<file path="config.mk">
export PLATFORM = sky130hd
export DESIGN_NAME = irig_frame_ctrl_flat
export DESIGN_NICKNAME = d
export VERILOG_FILES = /design/src/rtl/irig_frame_if.sv /design/src/rtl/irig_frame_ctrl.sv /design/src/flat_wrapper.sv
export SDC_FILE = /design/constraint.sdc
export NUM_CORES = 1
export LEC_CHECK = 0
export BUFFER_PORTS_ARGS = -buffer_cell sky130_fd_sc_hd__buf_2
export CAP_MARGIN = 0
export CORE_AREA = 2 2 197 199
export CTS_BUF_LIST = sky130_fd_sc_hd__clkbuf_8
export DETAILED_ROUTE_END_ITERATION = 10
export DIE_AREA = 0 0 199 201
export SLEW_MARGIN = 20
export SYNTH_ARGS = -nofsm -noshare
export SYNTH_HDL_FRONTEND = slang
export SYNTH_SLANG_ARGS = --single-unit
</file>
<file path="constraint.sdc">
create_clock -name clk -period 10.6 [get_ports clk]
set_input_delay 0.53 -clock clk [delete_from_list [all_inputs] [get_ports clk]]
set_output_delay 0.53 -clock clk [all_outputs]
set_load 0.03 [all_outputs]
</file>
<file path="src/rtl/irig_frame_if.sv">
// Symbol-in / frame-out bundle for irig_frame_ctrl.
// sym_vld is a one-cycle strobe with no backpressure; sym_type is only meaningful while sym_vld = 1.
interface irig_frame_if;
  logic         sym_vld;
  logic [1:0]   sym_type;
  logic         frame_vld;
  logic [99:0]  frame_data;
  logic         locked;
  logic [1:0]   state;
  logic [7:0]   err_cnt;

  modport master (
    output sym_vld, sym_type,
    input  frame_vld, frame_data, locked, state, err_cnt
  );

  modport slave (
    input  sym_vld, sym_type,
    output frame_vld, frame_data, locked, state, err_cnt
  );
endinterface

</file>
<file path="src/rtl/irig_frame_ctrl.sv">
// IRIG-B frame aligner: hunts for the P,Pr pair, captures 100-symbol frames, tracks lock and errors.
// Optional symbol watchdog enabled by defining IRIG_FRAME_TIMEOUT_EN.
module irig_frame_ctrl #(
  parameter int unsigned LOCK_FRAMES = 2,
  parameter int unsigned TIMEOUT_CYC = 600000
) (
  input logic         clk,
  input logic         rst_n,
  irig_frame_if.slave bus
);

  localparam logic [1:0] ST_HUNT = 2'b00;
  localparam logic [1:0] ST_ARM  = 2'b01;
  localparam logic [1:0] ST_RECV = 2'b10;

  localparam logic [1:0] SYM_INV = 2'b11;
  localparam logic [1:0] SYM_P   = 2'b10;

  localparam logic [3:0] LOCK_N  = 4'(LOCK_FRAMES);
  localparam logic [6:0] IDX_END = 7'd99;

  logic [1:0]  state_q, state_d;
  logic [6:0]  idx_q, idx_d;
  logic [99:0] cap_q, cap_d;
  logic [99:0] fdata_q, fdata_d;
  logic        fvld_q, fvld_d;
  logic        locked_q, locked_d;
  logic [7:0]  err_q, err_d;
  logic [3:0]  good_q, good_d;
  logic        frame_err;
  logic        sym_p;
  logic        at_marker;

  // Pr sits at index 0; every other marker lands on an index ending in 9.
  function automatic logic is_marker(input logic [6:0] i);
    return (i == 7'd0) || ((i % 7'd10) == 7'd9);
  endfunction

  assign sym_p     = (bus.sym_type == SYM_P);
  assign at_marker = is_marker(idx_q);

`ifdef IRIG_FRAME_TIMEOUT_EN
  logic [31:0] wd_q, wd_d;
  logic        wd_hit;

  // A symbol in the same cycle as the expiry wins, so the strobe gates the hit.
  always_comb begin
    wd_hit = 1'b0;
    wd_d   = wd_q + 32'd1;
    if (bus.sym_vld) begin
      wd_d = '0;
    end else if (wd_q == 32'(TIMEOUT_CYC - 1)) begin
      wd_d   = '0;
      wd_hit = (state_q == ST_ARM) || (state_q == ST_RECV);
    end
  end

  always_ff @(posedge clk or negedge rst_n) begin
    if (!rst_n) wd_q <= '0;
    else        wd_q <= wd_d;
  end
`endif

  always_comb begin
    state_d   = state_q;
    idx_d     = idx_q;
    cap_d     = cap_q;
    fdata_d   = fdata_q;
    fvld_d    = 1'b0;
    locked_d  = locked_q;
    err_d     = err_q;
    good_d    = good_q;
    frame_err = 1'b0;

    case (state_q)
      ST_HUNT: begin
        if (bus.sym_vld && sym_p) state_d = ST_ARM;
      end
      ST_ARM: begin
        if (bus.sym_vld) begin
          if (sym_p) begin
            state_d = ST_RECV;
            idx_d   = 7'd1;
          end else begin
            state_d = ST_HUNT;
          end
        end
      end
      ST_RECV: begin
        if (bus.sym_vld) begin
          if ((bus.sym_type == SYM_INV) || (at_marker != sym_p)) begin
            frame_err = 1'b1;
          end else begin
            if (!sym_p) cap_d[idx_q] = bus.sym_type[0];
            if (idx_q == IDX_END) begin
              idx_d   = 7'd0;
              fdata_d = cap_q;
              fvld_d  = 1'b1;
              if (good_q != LOCK_N) good_d = good_q + 4'd1;
              if (good_d == LOCK_N) locked_d = 1'b1;
            end else begin
              idx_d = idx_q + 7'd1;
            end
          end
        end
      end
      default: begin
        state_d = ST_HUNT;
        idx_d   = 7'd0;
      end
    endcase

`ifdef IRIG_FRAME_TIMEOUT_EN
    if (wd_hit) frame_err = 1'b1;
`endif

    if (frame_err) begin
      if (err_q != 8'hFF) err_d = err_q + 8'd1;
      locked_d = 1'b0;
      good_d   = '0;
      state_d  = ST_HUNT;
      idx_d    = 7'd0;
    end
  end

  always_ff @(posedge clk or negedge rst_n) begin
    if (!rst_n) begin
      state_q  <= ST_HUNT;
      idx_q    <= '0;
      cap_q    <= '0;
      fdata_q  <= '0;
      fvld_q   <= 1'b0;
      locked_q <= 1'b0;
      err_q    <= '0;
      good_q   <= '0;
    end else begin
      state_q  <= state_d;
      idx_q    <= idx_d;
      cap_q    <= cap_d;
      fdata_q  <= fdata_d;
      fvld_q   <= fvld_d;
      locked_q <= locked_d;
      err_q    <= err_d;
      good_q   <= good_d;
    end
  end

  assign bus.frame_vld  = fvld_q;
  assign bus.frame_data = fdata_q;
  assign bus.locked     = locked_q;
  assign bus.state      = state_q;
  assign bus.err_cnt    = err_q;

endmodule

</file>
<file path="src/flat_wrapper.sv">
// flat-port wrapper written by rule: the top's interface ports become plain ports
module irig_frame_ctrl_flat 
#(
  parameter int unsigned LOCK_FRAMES = 2,
  parameter int unsigned TIMEOUT_CYC = 600000
)
  (clk, rst_n, bus_sym_vld, bus_sym_type, bus_frame_vld, bus_frame_data, bus_locked, bus_state, bus_err_cnt);
  irig_frame_if bus_i ();
  input logic clk;
  input logic rst_n;
  input wire logic [$bits(bus_i.sym_vld)-1:0] bus_sym_vld;
  input wire logic [$bits(bus_i.sym_type)-1:0] bus_sym_type;
  output wire logic [$bits(bus_i.frame_vld)-1:0] bus_frame_vld;
  output wire logic [$bits(bus_i.frame_data)-1:0] bus_frame_data;
  output wire logic [$bits(bus_i.locked)-1:0] bus_locked;
  output wire logic [$bits(bus_i.state)-1:0] bus_state;
  output wire logic [$bits(bus_i.err_cnt)-1:0] bus_err_cnt;
  assign bus_i.sym_vld = bus_sym_vld;
  assign bus_i.sym_type = bus_sym_type;
  assign bus_frame_vld = bus_i.frame_vld;
  assign bus_frame_data = bus_i.frame_data;
  assign bus_locked = bus_i.locked;
  assign bus_state = bus_i.state;
  assign bus_err_cnt = bus_i.err_cnt;
  irig_frame_ctrl #(.LOCK_FRAMES(LOCK_FRAMES), .TIMEOUT_CYC(TIMEOUT_CYC)) u_core (.clk(clk), .rst_n(rst_n), .bus(bus_i));
endmodule
</file>
==> results of run 1 <==
## final timing paths
kind,cells past startpoint,slack [ns],end,from
worst max-delay path,13,5.30,u_core.bus.frame_data[92],u_core.idx_q[4]
worst min-delay path,1,0.01,u_core.bus.frame_data[14],rst_n
worst max register to register,13,5.30,u_core.bus.frame_data[92],u_core.idx_q[4]
worst min register to register,0,0.38,u_core.cap_q[19],u_core.cap_q[19]
max in group asynchronous,3,8.39,u_core.cap_q[84],rst_n
min in group clk,0,0.38,u_core.cap_q[19],u_core.cap_q[19]
## layer usage
layer	part of all wire (%)	vias to the layer above
met3	6.3	42
met1	48	3367
met2	43	182
met4	1.8	0
met5	0	-
li1	-	3084
## cell usage after synthesis (9+ instances only)
master,n
buf_2,15
mux2_1,110
a21oi_1,16
inv_1,13
nand2_1,36
clkbuf_1,28
dfrtp_1,223
nor3_2,31
nand3_1,9
mux2_2,90
nor3_1,69
buf_4,9
o21ai_0,9
ha_1,15
nor2_1,24
nor4_1,13
## power by group through the flow
| stage | sequential [mW] | clock, mW | combinational, mW |
|---|---|---|---|
| 2_1_floorplan | 0.911 | 0 | 0.123 |
| 6_report | 0.885 | 0.805 | 0.203 |
| 3_3_place_gp | 0.898 | 0 | 0.201 |
| 4_1_cts | 0.884 | 0.839 | 0.205 |
| 3_5_place_dp | 0.899 | 0 | 0.204 |
| 5_1_grt | 0.887 | 0.879 | 0.228 |
## kinds of logic (layout without fill, tap and decap cells)
logic type / Yosys count / in the layout / synth area share, %
compound gates: 58 / 58 / 4.04
fa+ha+maj: 15 / 15 / 1.85
xor+xnor: 6 / 6 / 0.517
mux: 201 / 201 / 22.3
flops: 223 / 223 / 54.9
buf+inv: 75 / 202 / 3.73
simple gates: 223 / 223 / 12.7
## registers in the layout, summed over array words and instances, names as in the netlist
register	count
u_core.bus.err_cnt	8
u_core.bus.frame_data	100
u_core.bus.frame_vld	1
u_core.bus.locked	1
u_core.bus.state	2
u_core.cap_q	100
u_core.good_q	4
u_core.idx_q	7
## final cells by class
cell class,count,area share (%)
clock inverters,17,1.05
repair buffers,121,5.30
flip-flops and latches,223,46.8
well taps,518,5.44
clock buffers,49,5.66
inverters,15,0.493
multi-input cells,503,35.3
## through the flow
step | instance area, sq um | setup WS (ns) | hold WS, ns
detailed placement | 11100 | 5.11 | 0.365
CTS | 11900 | 5.09 | 0.00896
floorplan | 10200 | 7.24 | 0.234
global route | 11900 | 4.97 | 0.0436
global placement | 11100 | 5.27 | 0.361
finish | 11900 | 5.30 | 0.0100
==> metrics.csv, run 1 <==
stage,metric,value,unit
critical_path,crit_chain,clkinv_1 -> ha_1 -> o21bai_1 -> o221a_2 -> a31oi_1 -> nand4_1 -> a31o_1 -> or3_1 -> nand2_1 -> nand2_1 -> inv_4 -> buf_6 -> mux2_2,
pwr,ir_worst_vdd,0.111,mV
timing,setup_viol,0,
yosys,synth.ff_latch_count,223,
layout,final_util,31.3,%
timing,skew,0.0129,ns
cts,cts_hold_buffers,0,
drt,wl_per_cell,17.0,um
placement,hpwl,15.5,mm
pwr,leakage,5.97,nW
cts,clockBufferDepth,3,
pwr,p_per_area,159,mW/mm^2
layout,final_common_cell,dfrtp_1,
floorplan,start_util,26.7,%
layout,synthToLayoutAreaGrowth,17.4,%
cts,htreeDepth,2,
critical_path,critPathLaunchType,flop,
drt,drt_first_pass_iters,5,
drt,viasPerCell,4.62,
drt,drt_iter0_drc,474,
critical_path,path_class,flop to flop,
pwr,p_clk_share,42.5,%
timing,tns,0,ns
placement,port_buffers,116,
cts,ctsResizeCount,0,
critical_path,cp_common_cell,nand2_1,
layout,multi_input_area,0.00421,sq mm
global_routing,antenna_found_initial,0,
yosys,yosys_warnings,0,
pwr,p_total,1.89,mW
critical_path,critical-path-top-delay-family,buffers and inverters,
cts,numCtsBuffers,38,
critical_path,arrival,5.72,ns
yosys,synth_area_leaders,"dfrtp_1, mux2_1, mux2_2, nor3_1, nor3_2",
floorplan,core,0.0381,sq mm
yosys,yosysTopAreaCellShare,54.9,%
yosys,syn-num-nets,821,
pwr,p_seq_share,46.7,%
timing,period_share,50.0,%
timing,slew_headroom,27.1,%
cts,cts_tree,done,
global_routing,first_global_vias,6709,
pwr,combPwrFrac,10.7,%
timing,rsz0062_at_grt,no,
pwr,swShare,26.9,%
timing,post-route-min-period,5.30,ns
placement,gp_congestion,0.836,
critical_path,required,11.02,ns
layout,regArea,0.00558,sq mm
timing,tightest_slew,1.09,ns
layout,final_cells,1446,
yosys,async_flop_share,100,%
yosys,synth_top_cell_by_area,dfrtp_1,
layout,drive_above_1_share,33.2,%
global_routing,grt_pass1_wl,39.0,mm
drt,drc_errors,0,
layout,filler_cell_count,3882,
yosys,syn_area,0.0102,sq mm
global_routing,use_met3,3.56,%
cts,clock_latency,0.53,ns
yosys,ys.flop_type,dfrtp_1,
layout,final_cell_mix,"dfrtp_1, buf_2, mux2_1, mux2_2, nor3_1",
critical_path,worst-path-buf-inv,3,
yosys,synth_cell_types,57,
floorplan,dieArea,0.0400,sq mm
layout,nNetsFinal,922,
yosys,synth-edff-count,0,
timing,finalHoldViolations,0,
cts,clock_sinks,223,
timing,finalMaxSlewViolations,0,
pwr,internal_power,1.38,mW
global_routing,grt_max_degree,99,
critical_path,cp-end-kind,flop,
global_routing,met1_usage,17.8,%
critical_path,cp_slowest_stage_delay,0.78,ns
global_routing,grt-busiest-layer,met2,
run_status,status,completed,
floorplan,die_h,201,um
global_routing,grt_usage,12.4,%
global_routing,overflow,0,
worst_hold_path,hold_class,input pin to async pin,
drt,final_antenna_net_count,0,
timing,fmax,189,MHz
cts,cts-root-buf,clkbuf_8,
critical_path,cp_slowest_cell,dfrtp_1,
yosys,ys_seq_area_share,54.9,%
floorplan,die-width,199,um
global_routing,grt.met2_usage,18.1,%
critical_path,critPathMaxFanout,81,
drt,finalWirelength,24.7,mm
drt,vias,6675,
cts,cts_setup_buffers,0,
yosys,syn_avg_cell_area,12.7,sq um
cts,clk_pin_slew_worst_paths,0.06,ns
floorplan,rows,72,
flow_run,cap_violations,0,
pwr,p_sw,0.509,mW
floorplan,pin_count,117,
placement,post-place-cells,1380,
layout,diodes,0,
yosys,synthCells,801,
Power figures use the tool's default switching activity.
==> run 2: changes to the inputs <==
--- a/config.mk
+++ b/config.mk
@@ -5,12 +5,13 @@
 export SDC_FILE = /design/constraint.sdc
 export NUM_CORES = 1
 export LEC_CHECK = 0
+export ABC_AREA = 1
 export BUFFER_PORTS_ARGS = -buffer_cell sky130_fd_sc_hd__buf_2
 export CAP_MARGIN = 0
-export CORE_AREA = 2 2 197 199
+export CORE_AREA = 2 2 194 196
 export CTS_BUF_LIST = sky130_fd_sc_hd__clkbuf_8
 export DETAILED_ROUTE_END_ITERATION = 10
-export DIE_AREA = 0 0 199 201
+export DIE_AREA = 0 0 196 198
 export SLEW_MARGIN = 20
 export SYNTH_ARGS = -nofsm -noshare
 export SYNTH_HDL_FRONTEND = slang
==> constraint.sdc (replaced) <==
create_clock -name clk -period 5 [get_ports clk]
set_input_delay 0.25 -clock clk [delete_from_list [all_inputs] [get_ports clk]]
set_output_delay 0.25 -clock clk [all_outputs]
set_load 0.03 [all_outputs]
==> metrics.csv, run 2 <==
stage,metric,value,unit,change
floorplan,pin_count,117,,unchanged
yosys,syn_area,0.00979,sq mm,-3.6%
yosys,ys.flop_type,dfrtp_1,,
global_routing,antenna_found_initial,0,,unchanged
drt,wl_per_cell,14.7,um,-14%
drt,drt_first_pass_iters,4,,-1
critical_path,cp_slowest_cell,dfrtp_1,,
cts,clockBufferDepth,3,,unchanged
floorplan,dieArea,0.0388,sq mm,-3.0%
flow_run,cap_violations,0,,unchanged
timing,setup_viol,0,,unchanged
timing,fmax,295,MHz,+56%
critical_path,crit_chain,inv_2 -> ha_1 -> nand2_4 -> nand2_1 -> nand2_2 -> nand3_2 -> nand2_2 -> inv_2 -> o21ai_1 -> nand2_1 -> inv_2 -> nand3_2 -> nand3_4 -> nand4_4 -> inv_2 -> buf_4 -> nand3_1 -> nand2_1 -> o21ai_1,,
global_routing,grt_usage,13.6,%,+1.1 points
drt,viasPerCell,4.40,,-4.7%
placement,gp_congestion,0.802,,-4.1%
cts,cts_setup_buffers,0,,unchanged
layout,drive_above_1_share,16.8,%,-16 points
yosys,yosys-top-cells-count,"nand2_1, dfrtp_1, nand3_1",,
drt,drt_iter0_drc,441,,-7.0%
global_routing,grt_pass1_wl,42.1,mm,+8.2%
placement,place_ws,1.43,ns,-3.68 ns
timing,post-route-min-period,3.39,ns,-1.91 ns
placement,port_buffers,116,,unchanged
timing,period_share,67.7,%,+18 points
critical_path,critPathMaxFanout,36,,-56%
drt,vias,7678,,+15%
global_routing,first_global_vias,7740,,+15%
pwr,p_per_area,353,mW/mm^2,+120%
yosys,ys_seq_area_share,57.0,%,+2.1 points
critical_path,worst-path-buf-inv,5,,+2
timing,finalMaxSlewViolations,0,,unchanged
yosys,synthCells,1136,,+42%
drt,drc_errors,0,,unchanged
critical_path,cp-end-kind,flop,,
yosys,syn_avg_cell_area,8.62,sq um,-32%
global_routing,grt_max_degree,116,,+17%
cts,clock_sinks,223,,unchanged
pwr,leakage,6.03,nW,+0.95%
timing,finalHoldViolations,0,,unchanged
cts,cts_hold_buffers,2,,+2
yosys,synth-edff-count,0,,unchanged
floorplan,core,0.0370,sq mm,-3.0%
critical_path,arrival,3.79,ns,-1.93 ns
timing,tns,0,ns,unchanged
global_routing,overflow,0,,unchanged
cts,cts-root-buf,clkbuf_8,,
timing,skew,0.0334,ns,+0.0205 ns
timing,hold_ws,0.146,ns,+0.136 ns
layout,multi_input_area,0.00366,sq mm,-13%
pwr,p_total,4.05,mW,+110%
layout,final_common_cell,nand2_1,,
run_status,status,completed,,
timing,slew_headroom,34.0,%,+7.0 points
critical_path,required,5.40,ns,-5.62 ns
drt,final_antenna_net_count,0,,unchanged
timing,setup_ws,1.61,ns,-3.69 ns
cts,ctsResizeCount,0,,unchanged
cts,htreeDepth,2,,unchanged
critical_path,path_class,flop to flop,,
worst_hold_path,hold_class,input pin to flop,,
pwr,ir_worst_vdd,0.123,mV,+11%
critical_path,cp_slowest_stage_delay,0.52,ns,-0.26 ns
yosys,synth_area_leaders,"dfrtp_1, nand2_1, nand3_1, o21ai_1, ha_1",,
critical_path,cp_common_cell,inv_2,,
timing,tightest_slew,0.988,ns,-0.102 ns
layout,filler_cell_count,3943,,+1.6%
cts,clock_latency,0.57,ns,+0.04 ns
cts,cts_tree,done,,
floorplan,die_h,198,um,-1.5%
yosys,yosysTopAreaCellShare,57.0,%,+2.1 points
layout,synthToLayoutAreaGrowth,17.1,%,
timing,rsz0062_at_grt,no,,
yosys,synth.ff_latch_count,223,,unchanged
floorplan,start_util,26.5,%,-0.16 points
yosys,yosys_warnings,0,,unchanged
yosys,syn-num-nets,1156,,+41%
layout,diodes,0,,unchanged
cts,clk_pin_slew_worst_paths,0.06,ns,about the same
layout,regArea,0.00558,sq mm,unchanged
layout,final_cell_mix,"nand2_1, dfrtp_1, buf_2, nand3_1, o21ai_1",,
cts,numCtsBuffers,39,,+2.6%
critical_path,critical-path-top-delay-family,simple AND/OR/NAND/NOR gates,,
critical_path,critPathLaunchType,flop,,
yosys,synth_cell_types,34,,-40%
floorplan,rows,71,,-1.4%
placement,hpwl,16.3,mm,+5.6%
yosys,synthMostInstantiatedCell,nand2_1,,
drt,finalWirelength,25.7,mm,+4.1%
yosys,synth_top_cell_by_area,dfrtp_1,,
yosys,async_flop_share,100,%,unchanged
layout,nNetsFinal,1265,,+37%
floorplan,die-width,196,um,-1.5%
[run 2: changes by cell type after synthesis, sizes merged, moves of 23 or more]
cell,delta
nand2,+439
nor3,-93
nor2,+23
nand3,+91
o21ai,+104
mux2,-200
inv,+42
[run 2: kinds of logic (layout without fill, tap and decap cells)]
family	count (synthesis)	after routing	share of synthesized area, %
adders and majority gates	15	15	1.92
xor gates and xnor gates	12	12	1.07
and+or+nand+nor	652	652	27.8
DFF	223	223	57.0
AOI/OAI and AO/OA	121	121	6.48
buffers and inverters	113	249	5.75
[run 2: final cells by class]
cell class / count / area share (%)
Sequential cell: 223 / 48.7
Inverter: 56 / 1.89
Multi-Input combinational cell: 800 / 31.9
Clock buffer: 45 / 5.40
Clock inverter: 23 / 1.01
Tap cell: 474 / 5.17
Timing Repair Buffer: 125 / 5.92
[run 2: metrics by stage]
step                cell area (sq um)  std cells  util (%)
floorplan                        9790       1136         -
global placement                10700       1676      29.0
detailed placement              10700       1676      29.0
CTS                             11500       1746      31.0
global route                    11500       1746      31.0
finish                          11500       1746      31.0
[run 2: per-layer routing]
| layer | part of all wire [%] | global-route usage (%) | vias to the layer above |
|---|---|---|---|
| li1 | - | - | 3858 |
| met1 | 46 | 17.6 | 3640 |
| met2 | 46 | 21.8 | 144 |
| met3 | 6.1 | 3.68 | 36 |
| met4 | 2.1 | 4.71 | 0 |
| met5 | 0 | 0 | - |
[run 2: worst register-to-register path, delay by kind of cell (launching register included)]
kind	cells	cell delay (ns)
AND/OR/NAND/NOR	11	1.16
buffers and inverters	5	1.14
flip-flops	1	0.52
adder cells (fa/ha/maj)	1	0.23
AO/OA/AOI/OAI	2	0.18
[run 2: worst paths after layout]
kind                       cells past startpoint                   endpoint  slack [ns]             start
max in group asynchronous                      3  u_core.bus.frame_data[95]        3.50             rst_n
max reg2reg                                   19           u_core.cap_q[76]        1.61   u_core.idx_q[5]
max                                           19           u_core.cap_q[76]        1.61   u_core.idx_q[5]
min reg2reg                                    0           u_core.cap_q[39]        0.37  u_core.cap_q[39]
min                                            4        u_core.bus.state[0]        0.15       bus_sym_vld
min in group asynchronous                      2  u_core.bus.frame_data[52]        0.34             rst_n
[run 2: power by group]
group          internal, mW  leakage, nW  switching [mW]
sequential             1.87         3.09          0.0557
combinational         0.138         2.51           0.394
clock                 0.830        0.435           0.768
total                  2.83         6.03            1.22
==> run 3: changes to the inputs <==
--- a/config.mk
+++ b/config.mk
@@ -5,13 +5,13 @@
 export SDC_FILE = /design/constraint.sdc
 export NUM_CORES = 1
 export LEC_CHECK = 0
-export ABC_AREA = 1
+export ABC_AREA = 0
 export BUFFER_PORTS_ARGS = -buffer_cell sky130_fd_sc_hd__buf_2
 export CAP_MARGIN = 0
-export CORE_AREA = 2 2 194 196
+export CORE_AREA = 2 2 197 199
 export CTS_BUF_LIST = sky130_fd_sc_hd__clkbuf_8
 export DETAILED_ROUTE_END_ITERATION = 10
-export DIE_AREA = 0 0 196 198
+export DIE_AREA = 0 0 199 201
 export SLEW_MARGIN = 20
 export SYNTH_ARGS = -nofsm -noshare
 export SYNTH_HDL_FRONTEND = slang
==> constraint.sdc (replaced) <==
create_clock -name clk -period 3 [get_ports clk]
set_input_delay 0.15 -clock clk [delete_from_list [all_inputs] [get_ports clk]]
set_output_delay 0.15 -clock clk [all_outputs]
set_load 0.03 [all_outputs]
==> metrics.csv, run 3 (same netlist as run 1, synthesis figures left out) <==
stage,metric,value,unit,change
global_routing,grt.met2_usage,22.8,%,+1.1 points
placement,gp_congestion,0.820,,+2.2%
global_routing,grt_pass1_wl,44.5,mm,+5.6%
timing,slew_headroom,29.5,%,-4.5 points
global_routing,grt_usage,14.3,%,+0.78 points
critical_path,required,3.41,ns,-1.99 ns
layout,final_cells,1553,,-11%
timing,finalHoldViolations,0,,unchanged
run_status,status,"complete, but fails checks",,
timing,fmax,310,MHz,+5.1%
timing,tightest_slew,1.06,ns,+0.0687 ns
critical_path,arrival,3.64,ns,-0.15 ns
floorplan,die-width,199,um,+1.5%
placement,hpwl,17.7,mm,+8.3%
cts,clk_pin_slew_worst_paths,0.06,ns,about the same
global_routing,overflow,0,,unchanged
cts,clock_sinks,223,,unchanged
critical_path,critPathLaunchType,flop,,
critical_path,cp_slowest_stage_delay,0.47,ns,-0.05 ns
layout,nNetsFinal,1025,,-19%
critical_path,cp-end-kind,flop,,
drt,viasPerCell,4.72,,+7.3%
timing,rsz0062_at_grt,yes,,
critical_path,cp_common_cell,nand2_4,,
global_routing,antenna_found_initial,3,,+3
floorplan,rows,72,,+1.4%
timing,setup_ws,-0.222,ns,-1.84 ns
drt,drt_first_pass_iters,5,,+1
pwr,ir_worst_vdd,0.273,mV,+120%
drt,drt_iter0_drc,320,,-27%
cts,clock_latency,0.54,ns,-0.03 ns
layout,final_common_cell,dfrtp_1,,
run_status,violations,setup timing,,
cts,numCtsBuffers,39,,unchanged
timing,finalMaxSlewViolations,0,,unchanged
critical_path,crit_chain,ha_4 -> or2_4 -> nand4b_1 -> a31oi_4 -> a311o_1 -> a31o_4 -> or3_4 -> nand2_4 -> nand2_4 -> clkinv_8 -> buf_12 -> clkbuf_16 -> mux2_4,,
global_routing,first_global_vias,7465,,-3.6%
critical_path,critPathMaxFanout,8,,-78%
global_routing,grt-busiest-layer,met2,,
global_routing,met1_usage,19.0,%,+1.4 points
drt,finalWirelength,30.1,mm,+17%
cts,cts-root-buf,clkbuf_8,,
critical_path,cp_slowest_cell,dfrtp_2,,
worst_hold_path,hold_class,input pin to flop,,
cts,cts_tree,done,,
drt,vias,7330,,-4.5%
timing,skew,0.0180,ns,-0.0154 ns
timing,setup_viol,201,,+201
timing,period_share,107,%,+40 points
pwr,p_per_area,471,mW/mm^2,+33%
floorplan,core,0.0381,sq mm,+3.1%
layout,synthToLayoutAreaGrowth,46.0,%,
placement,port_buffers,116,,unchanged
flow_run,cap_violations,0,,unchanged
layout,final_cell_mix,"dfrtp_1, mux2_4, buf_2, buf_4, clkbuf_8",,
global_routing,use_met3,3.97,%,+0.29 points
cts,clockBufferDepth,3,,unchanged
floorplan,start_util,26.7,%,+0.16 points
global_routing,grt_max_degree,98,,-16%
drt,wl_per_cell,19.4,um,+32%
drt,drc_errors,0,,unchanged
floorplan,die_h,201,um,+1.5%
timing,tns,-28.57,ns,-28.57 ns
timing,post-route-min-period,3.22,ns,-0.164 ns
cts,htreeDepth,2,,unchanged
layout,drive_above_1_share,58.5,%,+42 points
drt,final_antenna_net_count,0,,unchanged
critical_path,path_class,flop to flop,,
floorplan,dieArea,0.0400,sq mm,+3.1%
pwr,leakage,7.41,nW,+23%
placement,post-place-cells,1447,,-14%
floorplan,pin_count,117,,unchanged
-- run 3: cell count changes in the layout (fill, tap and decap cells not counted), sizes merged, moves of 14 or more --
cell and delta:
nand2 -439, nor2 -23, clkbuf +15, inv -46, a21oi +14, nor3 +93
o21ai -104, nand3 -91, mux2 +200, buf +88
-- run 3: per-layer routing --
metal  vias to the layer above  wire (um)
li1                       3321          -
met1                      3805      13400
met2                       154      14300
met3                        46       1680
met4                         4        645
met5                         -         27
-- run 3: stage by stage --
step / worst slack (ns) / util, % / area (sq um) / power (mW) / hold WS (ns)
2_1_floorplan: -0.117 / - / 10800 / 3.69 / -0.146
3_3_place_gp: -0.358 / 32.1 / 12300 / 4.01 / 0.246
3_5_place_dp: -0.401 / 32.1 / 12300 / 4.03 / 0.249
4_1_cts: -0.232 / 36.2 / 13800 / 7.01 / 0.0111
5_1_grt: -0.332 / 38.9 / 14800 / 7.31 / 0.0691
6_report: -0.222 / 38.9 / 14800 / 6.99 / 0.0459
-- run 3: final cells by class --
cell class / count / area [sq um]
fill: 3571 / 23300
timing repair buffer: 221 / 1950
clock inverter: 19 / 110
clock buffer: 51 / 702
multi-input combinational: 505 / 5760
sequential: 223 / 5580
inverter: 15 / 86.3
tap: 518 / 648
antenna: 1 / 2.50
-- run 3: timing repair --
item | CTS | global route
hold buffers | 1 | 0
hold endpoints to repair | 92 | 0
cloned | 12 | 9
setup buffers | 10 | 6
setup endpoints to repair | 205 | 214
gates resized for setup | 74 | 175
pin swaps | 12 | 44
-- run 3: report_power, final --
part | switching [mW] | total [mW] | internal [mW] | leakage (nW)
sequential | 0.0585 | 3.12 | 3.06 | 3.09
clock | 1.25 | 2.86 | 1.61 | 0.461
combinational | 0.685 | 1.01 | 0.326 | 3.86
-- run 3: critical path, delay by kind of cell (launching register included) --
kind            cells  cell delay [ns]
compound gates      3             0.68
fa+ha+maj           1             0.20
buf+inv             3             0.43
flops               1             0.47
mux                 1             0.31
simple gates        5             0.99
-- run 3: path summary, 6_finish.rpt --
| path | start | endpoint | slack (ns) | depth (start not counted) |
|---|---|---|---|---|
| min | bus_sym_vld | u_core.idx_q[1] | 0.05 | 3 |
| min in group asynchronous | rst_n | u_core.bus.frame_data[39] | 0.22 | 2 |
| max in group asynchronous | rst_n | u_core.bus.frame_data[86] | 1.81 | 3 |
| min reg2reg | u_core.cap_q[19] | u_core.cap_q[19] | 0.38 | 0 |
| max reg2reg | u_core.idx_q[4] | u_core.bus.frame_data[63] | -0.22 | 13 |
| max | u_core.idx_q[4] | u_core.bus.frame_data[63] | -0.22 | 13 |
